## config.mk

```make
export PLATFORM = sky130hd
export DESIGN_NAME = glb_netwk_monitor_flat
export DESIGN_NICKNAME = d
export VERILOG_FILES = /design/src/rtl/glb_netwk_monitor_if.sv /design/src/rtl/glb_netwk_monitor.sv /design/src/flat_wrapper.sv
export SDC_FILE = /design/constraint.sdc
export NUM_CORES = 1
export LEC_CHECK = 0
export CAP_MARGIN = 10
export CORE_UTILIZATION = 60
export DETAILED_ROUTE_END_ITERATION = 6
export GPL_TIMING_DRIVEN = 0
export PLACE_DENSITY = 0.77
export REMOVE_ABC_BUFFERS = 1
export SLEW_MARGIN = 20
export SYNTH_ARGS = -nofsm -noshare
export SYNTH_HDL_FRONTEND = slang
export SYNTH_SLANG_ARGS = --single-unit
```

## constraint.sdc

```tcl
create_clock -name clk -period 3.9 [get_ports clk]
set_clock_uncertainty 0.2 [all_clocks]
set_input_delay 0.78 -clock clk [delete_from_list [all_inputs] [get_ports clk]]
set_output_delay 0.78 -clock clk [all_outputs]
set_load 0.02 [all_outputs]
```

## src/rtl/glb_netwk_monitor_if.sv

```systemverilog
// Bus bundle for the global-network edge monitor: net inputs, run control and readback.
interface glb_netwk_monitor_if #(
    parameter int NETS  = 8,
    parameter int CNT_W = 16
);
    logic [NETS-1:0]  glb_in;
    logic             start;
    logic             busy;
    logic             done;
    logic [2:0]       rd_sel;
    logic [CNT_W-1:0] rd_count;
    logic [NETS-1:0]  ovf;

    modport master (
        output glb_in, start, rd_sel,
        input  busy, done, rd_count, ovf
    );

    modport slave (
        input  glb_in, start, rd_sel,
        output busy, done, rd_count, ovf
    );
endinterface

```

## src/rtl/glb_netwk_monitor.sv

```systemverilog
// Counts rising edges on each global net over a fixed window of clk cycles and
// returns the per-net counts one net at a time through a registered readback port.
module glb_netwk_monitor #(
    parameter int NETS   = 8,
    parameter int CNT_W  = 16,
    parameter int WINDOW = 1000
) (
    input  logic                clk,
    input  logic                resetn,
    glb_netwk_monitor_if.slave  bus
);
    typedef enum logic [1:0] {
        ST_IDLE  = 2'd0,
        ST_ARM   = 2'd1,
        ST_COUNT = 2'd2,
        ST_DONE  = 2'd3
    } state_t;

    localparam logic [CNT_W-1:0] CNT_MAX   = {CNT_W{1'b1}};
    localparam logic [23:0]      TIMER_LD  = 24'(WINDOW - 1);

    state_t           state_r;
    state_t           next_state_s;
    logic [NETS-1:0]  sync1_r;
    logic [NETS-1:0]  sync2_r;
    logic [NETS-1:0]  hist_r;
    logic [NETS-1:0]  edge_s;
    logic [CNT_W-1:0] cnt_r [NETS];
    logic [NETS-1:0]  ovf_r;
    logic [23:0]      timer_r;
    logic             busy_r;
    logic             done_r;
    logic [CNT_W-1:0] rd_count_r;
    logic [CNT_W-1:0] rd_next_s;

    assign edge_s = sync2_r & ~hist_r;

    // Two-flop synchroniser plus one history flop per net for rising-edge detection.
    always_ff @(posedge clk or negedge resetn) begin
        if (!resetn) begin
            sync1_r <= '0;
            sync2_r <= '0;
            hist_r  <= '0;
        end else begin
            sync1_r <= bus.glb_in;
            sync2_r <= sync1_r;
            hist_r  <= sync2_r;
        end
    end

    // State register.
    always_ff @(posedge clk or negedge resetn) begin
        if (!resetn) begin
            state_r <= ST_IDLE;
        end else begin
            state_r <= next_state_s;
        end
    end

    // Next-state logic; start is only looked at in IDLE, so it is never queued.
    always_comb begin
        next_state_s = state_r;
        case (state_r)
            ST_IDLE: begin
                if (bus.start) begin
                    next_state_s = ST_ARM;
                end else begin
                    next_state_s = ST_IDLE;
                end
            end
            ST_ARM: begin
                next_state_s = ST_COUNT;
            end
            ST_COUNT: begin
                if (timer_r == 24'd0) begin
                    next_state_s = ST_DONE;
                end else begin
                    next_state_s = ST_COUNT;
                end
            end
            ST_DONE: begin
                next_state_s = ST_IDLE;
            end
            default: begin
                next_state_s = ST_IDLE;
            end
        endcase
    end

    // Status flags registered from the next state so they line up with the state register.
    always_ff @(posedge clk or negedge resetn) begin
        if (!resetn) begin
            busy_r <= 1'b0;
            done_r <= 1'b0;
        end else begin
            busy_r <= (next_state_s == ST_ARM) || (next_state_s == ST_COUNT);
            done_r <= (next_state_s == ST_DONE);
        end
    end

    // Window timer: loaded in ARM, counts down through COUNT; zero marks the last counted cycle.
    always_ff @(posedge clk or negedge resetn) begin
        if (!resetn) begin
            timer_r <= 24'd0;
        end else if (state_r == ST_ARM) begin
            timer_r <= TIMER_LD;
        end else if ((state_r == ST_COUNT) && (timer_r != 24'd0)) begin
            timer_r <= timer_r - 24'd1;
        end
    end

    // Per-net edge counters with saturation; overflow is sticky until the next ARM.
    always_ff @(posedge clk or negedge resetn) begin
        if (!resetn) begin
            for (int i = 0; i < NETS; i++) begin
                cnt_r[i] <= '0;
            end
            ovf_r <= '0;
        end else if (state_r == ST_ARM) begin
            for (int i = 0; i < NETS; i++) begin
                cnt_r[i] <= '0;
            end
            ovf_r <= '0;
        end else if (state_r == ST_COUNT) begin
            for (int i = 0; i < NETS; i++) begin
                if (edge_s[i]) begin
                    if (cnt_r[i] == CNT_MAX) begin
                        ovf_r[i] <= 1'b1;
                    end else begin
                        cnt_r[i] <= cnt_r[i] + {{(CNT_W-1){1'b0}}, 1'b1};
                    end
                end
            end
        end
    end

    // Readback select; indices beyond the implemented nets fall through to zero.
    always_comb begin
        rd_next_s = '0;
        for (int i = 0; i < NETS; i++) begin
            rd_next_s = (bus.rd_sel == 3'(i)) ? cnt_r[i] : rd_next_s;
        end
    end

    // Registered readback, updated every cycle in every state.
    always_ff @(posedge clk or negedge resetn) begin
        if (!resetn) begin
            rd_count_r <= '0;
        end else begin
            rd_count_r <= rd_next_s;
        end
    end

    assign bus.busy     = busy_r;
    assign bus.done     = done_r;
    assign bus.rd_count = rd_count_r;
    assign bus.ovf      = ovf_r;
endmodule

```

## src/flat_wrapper.sv

```systemverilog
// flat-port wrapper written by rule: the top's interface ports become plain ports
module glb_netwk_monitor_flat 
#(
    parameter int NETS   = 8,
    parameter int CNT_W  = 16,
    parameter int WINDOW = 1000
)
  (clk, resetn, bus_glb_in, bus_start, bus_rd_sel, bus_busy, bus_done, bus_rd_count, bus_ovf);
  glb_netwk_monitor_if #(.NETS(NETS), .CNT_W(CNT_W)) bus_i ();
  input  logic clk;
  input  logic resetn;
  input wire logic [$bits(bus_i.glb_in)-1:0] bus_glb_in;
  input wire logic [$bits(bus_i.start)-1:0] bus_start;
  input wire logic [$bits(bus_i.rd_sel)-1:0] bus_rd_sel;
  output wire logic [$bits(bus_i.busy)-1:0] bus_busy;
  output wire logic [$bits(bus_i.done)-1:0] bus_done;
  output wire logic [$bits(bus_i.rd_count)-1:0] bus_rd_count;
  output wire logic [$bits(bus_i.ovf)-1:0] bus_ovf;
  assign bus_i.glb_in = bus_glb_in;
  assign bus_i.start = bus_start;
  assign bus_i.rd_sel = bus_rd_sel;
  assign bus_busy = bus_i.busy;
  assign bus_done = bus_i.done;
  assign bus_rd_count = bus_i.rd_count;
  assign bus_ovf = bus_i.ovf;
  glb_netwk_monitor #(.NETS(NETS), .CNT_W(CNT_W), .WINDOW(WINDOW)) u_core (.clk(clk), .resetn(resetn), .bus(bus_i));
endmodule
```

# After elaboration in Yosys (flattened, before gate mapping)
# Cells that the tools add are included.
# op_classes
muxes,49
n_addsub,9
bitwise,2
reduce_logical,40
n_eq_ne,29
# ops
operator,count
$mux W16,24
$mux W128,2
$add A16 B1 Y16 const B,8
$eq A16 B16 Y1 const B,8
$mux W24,2
$reduce_and A3 Y1,16
$reduce_bool A2 Y1,18
$logic_not A24 Y1,1
$reduce_bool A24 Y1,1
$sub A24 B1 Y24 const B,1
$mux W1,18
$mux W8,2
$ne A2 B1 Y1 const B,8
$eq A3 B3 Y1 const B,4
$and A8 B8 Y8,1
$eq A2 B2 Y1 const B,4
$not A8 Y8,1
$pmux W2 S4,1
$eq A3 B2 Y1 const B,2
$eq A2 B1 Y1 const B,2
$eq A3 B1 Y1 const B,1
$logic_not A3 Y1,1
$logic_not A2 Y1,1
$logic_and A1 B1 Y1,1
$logic_or A1 B1 Y1,1
# word_totals
reg_bits,204
out_inout_bits,26
inputBits,14

# Logic depth before layout (Yosys ltp)
# Gate-level depths: netlist of run 1.
# logic_depth
word_depth,9
depth_mapped,9
ltp_nobuf,7

# Worst setup path after synthesis of run 1
# OpenSTA, ideal clock, no wires.
# synth_timing
path_type,input-to-reg
start,input port bus_rd_sel[0]
end,"register u_core.rd_count_r[4], in the netlist u_core.bus.rd_count[4]"
setup_time_ps,125
path_slack_ps,1583
cell_stages,4
t_arrival_ps,1992
required_ps,3575
n_path_buf,2
path_cell_list,buf_2 > buf_2 > mux4_2 > mux2_2
# synth_between
elab_chain_cells,9
# synth_rtl
item,line_no,text
"start, declared",flat_wrapper.sv:14,input wire logic [$bits(bus_i.rd_sel)-1:0] bus_rd_sel;
$logic_not A3 Y1,glb_netwk_monitor.sv:141,rd_next_s = (bus.rd_sel == 3'(i)) ? cnt_r[i] : rd_next_s;
$mux W16 (7 in series),glb_netwk_monitor.sv:141,
$mux W16 *,glb_netwk_monitor.sv:141,
named net u_core.rd_next_s[4],glb_netwk_monitor.sv:34,logic [CNT_W-1:0] rd_next_s;
"end signal, assigned",glb_netwk_monitor.sv:150,rd_count_r <= rd_next_s;
"end, declared",glb_netwk_monitor.sv:33,logic [CNT_W-1:0] rd_count_r;
# The timed path passes the listed nets; every way through them passes the cells marked *.
# A chain may end at the register's enable or synchronous reset.

# Worst setup path after layout of run 1
# layout_timing
start,register u_core.state_r[0]
end,register u_core.cnt_r[119] (netlist name)
# layout_between
elab_chain_cells,3
# layout_rtl
item,line_no,text
"start, declared",glb_netwk_monitor.sv:22,state_t state_r;
"start signal, assigned",glb_netwk_monitor.sv:56,state_r <= next_state_s;
$eq A2 B1 Y1 / $eq A2 B2 Y1 (equally long branches),"glb_netwk_monitor.sv:119, glb_netwk_monitor.sv:124",
$ne A2 B1 Y1 (no source line) / $reduce_bool A2 Y1 (equally long branches),n/a,
$reduce_and A3 Y1 (no source line),n/a,
"end signal, assigned by index",glb_netwk_monitor.sv:130,"cnt_r[i] <= cnt_r[i] + {{(CNT_W-1){1'b0}}, 1'b1};"
"end, declared",glb_netwk_monitor.sv:28,logic [CNT_W-1:0] cnt_r [NETS];
# Parallel ways exist; a longest one is shown, timed or not.

==> results_dict.tcl, run 1 <==
set metrics [dict create \
    dp_hpwl_um 18200 \
    p_total_mw 5.83 \
    report.final.slew_viol_count 0 \
    slew-limit-headroom 0.254 \
    arrival_ns 3.88 \
    htree_levels 1 \
    fin_util 0.692 \
    cts_buffers 23 \
    violations "hold timing" \
    synth_cells 1114 \
    root_buffer "clkbuf_16" \
    p_leak_nw 4.99 \
    yosys_most_used_dff "dfrtp_1" \
    synth_top_area_frac 0.466 \
    max_freq_mhz 271 \
    switching_power_mw 1.66 \
    synth.avg_cell_area_um2 9.83 \
    ctsHoldBuffers 0 \
    nNetsFinal 1161 \
    synth.area.top_cells "dfrtp_1 47%, xnor2_1 6.9%, nor2_1 5.1%" \
    tightest_slew_ns 1.12 \
    grt_setup_unrepaired "false" \
    vias 8788 \
    critical_path_class "flop to flop" \
    period_minus_slack_ns 3.68 \
    p_per_area_nw_per_um2 471 \
    synth_most_common_cell "dfrtp_1" \
    syn_area_um2 10900 \
    grt_start_max_net_pins 80 \
    comb_power_share 0.145 \
    crit_required_ns 4.10 \
    grtUsageMet1 0.412 \
    busiest_layer "met2" \
    r2r_slack_ns 0.22 \
    postSynth.asyncResetShare 1.00 \
    drive_gt1_frac 0.0889 \
    clkLatencyLatePin_ns 0.52 \
    drt-initial-drc-count 696 \
    yosys_register_bits 204 \
    drv_cap 0 \
    grt_overflow 0 \
    gp_congestion 0.882 \
    synth_top_cell_by_area "dfrtp_1" \
    synth_edf_count 0 \
    ir_worst_vdd_mv 0.416 \
    vias_per_cell 6.38 \
    ant_nets 0 \
    drc_errors 0 \
    dieArea_um2 18800 \
    die_width_um 137 \
    grt_pass1_wl_um 43200 \
    ys_seq_area_frac 0.466 \
    groute.usage.overall 0.295 \
    clkPwrFrac 0.387 \
    internal-power_mw 4.17 \
    cts_buffer_depth 3 \
    core_um2 17900 \
    diodes 0 \
    timing.hold.ws_ns -0.0171 \
    fin_crit_sh 0.945 \
    grt_util_met2 0.463 \
    yosysWarnings 0 \
    grt_pass1_vias 8271 \
    syn2layout_area_growth_pct 13.2 \
    cts_tree "yes" \
    first_pass_iters 5 \
    io_pins 40 \
    start_util 0.611 \
    routedWlPerCell_um 19.1 \
    grt_antenna_before_repair 0 \
    hold_class "input port to asynchronous set/reset pin" \
    finalSetupViolCount 0 \
    cts_sinks 204 \
    io_buffers 39 \
    std_cell_rows 49 \
    cp_max_fo 25 \
    wl_um 26400 \
    ys_types 73 \
    outcome "complete, but fails checks" \
    hold_viol 4 \
    die_y_um 137 \
    synth_commonest_cells "204 x dfrtp_1, 150 x nor2_1, 86 x xnor2_1" \
    clk_pin_slew_ns 0.06 \
    power_frac_seq 0.468 \
    crit_path_start_kind "flop" \
    grtUsageMet3 0.0448 \
    switching_share 0.284 \
    cp-end-kind "flop" \
]
-- sequential cells by signal, indices dropped and copies added, names as in the netlist --
| register | cells |
|---|---|
| u_core.bus.rd_count | 16 |
| u_core.bus.busy | 1 |
| u_core.sync1_r | 8 |
| u_core.timer_r | 24 |
| u_core.state_r | 2 |
| u_core.bus.done | 1 |
| u_core.sync2_r | 8 |
| u_core.cnt_r | 128 |
| u_core.hist_r | 8 |
| u_core.bus.ovf | 8 |
-- final timing paths --
kind	from	to	cells after the start
min	resetn	u_core.timer_r[10]	1
min in group clk	u_core.sync1_r[2]	u_core.sync2_r[2]	0
max in group asynchronous	resetn	u_core.bus.ovf[4]	2
max reg2reg	u_core.state_r[0]	u_core.cnt_r[119]	8
min reg2reg	u_core.sync1_r[2]	u_core.sync2_r[2]	0
max	u_core.state_r[0]	u_core.cnt_r[119]	8
-- cell usage in the layout (no fill, tap or decap), types with 10 or more instances in the layout --
cell / count
dfrtp_1: 204
nor2_1: 149
xnor2_1: 86
nand2_1: 77
nand3_1: 46
o21ai_0: 46
nor3_1: 41
clkdlybuf4s50_1: 36
a21oi_1: 32
nor4_1: 27
inv_1: 25
nand4_1: 25
clkbuf_16: 23
xor2_1: 19
and4_1: 17
a22oi_1: 16
mux2_2: 15
and3_1: 15
a211oi_1: 14
nor3b_1: 14
nor2b_1: 13
mux2i_1: 13
or3_1: 12
ha_1: 12
mux4_2: 10
o221ai_1: 10
-- routing by layer --
| layer | share of wire | wire [um] |
|---|---|---|
| met3 | 0.061 | 1600 |
| met2 | 0.47 | 12300 |
| met4 | 0.036 | 940 |
| met1 | 0.44 | 11500 |
| met5 | 0.0016 | 43 |
-- repair_timing --
action,4_1_cts,5_1_grt
endpoints found under the setup margin,4,0
gates resized for setup,1,0
buffers inserted,0,0
-- layout make-up --
class	count	area, um2
Clock buffer	31	636
Clock inverter	8	146
Fill cell	1337	5520
Inverter	27	103
Multi-Input combinational cell	831	5520
Sequential cell	204	5100
Tap cell	229	287
Timing Repair Buffer	47	591
-- logic make-up after synthesis --
group,after synthesis,synth area share
AO/OA/AOI/OAI,186,0.119
XOR/XNOR,105,0.0840
multiplexers,38,0.0479
flip-flops,204,0.466
AND/OR/NAND/NOR,489,0.238
adder cells (fa/ha/maj),13,0.0149
buffers and inverters,79,0.0302
-- through the flow --
step	instances	setup TNS [ns]	instance area (um2)	hold slack (ns)	setup WS [ns]
3_3_place_gp	1330	-2083.76	11400	0.133	-6.66
4_1_cts	1377	0	12400	0.0131	0.270
3_5_place_dp	1338	-0.390	11600	0.136	-0.136
6_report	1377	0	12400	-0.0171	0.216
2_1_floorplan	1062	-287.86	10700	0.131	-2.59
5_1_grt	1377	0	12400	0.0388	0.0805
-- worst max-delay path, stage by stage, from the launching register on --
cell	delay [ns]
dfrtp_1	0.36
inv_1	0.07
ha_1	0.95
clkinv_2	0.61
nor2_4	0.65
buf_16	0.24
buf_16	0.18
nor2_1	0.05
a31o_2	0.24
-- power groups by stage --
stage	sequential, mW	combinational [mW]	clock, mW
3_5_place_dp	2.75	0.829	0
2_1_floorplan	2.67	0.552	0
3_3_place_gp	2.75	0.793	0
6_report	2.73	0.843	2.26
4_1_cts	2.71	0.841	2.29
5_1_grt	2.76	0.944	2.38
No activity file was read; power rests on OpenSTA's default activity.
==> inputs of run 2 (changes only) <==
Settings changed: SKIP_LAST_GASP set to 1.
==> results of run 2 <==
Same layout as run 1: the final DEF is identical, and so are final timing and power.
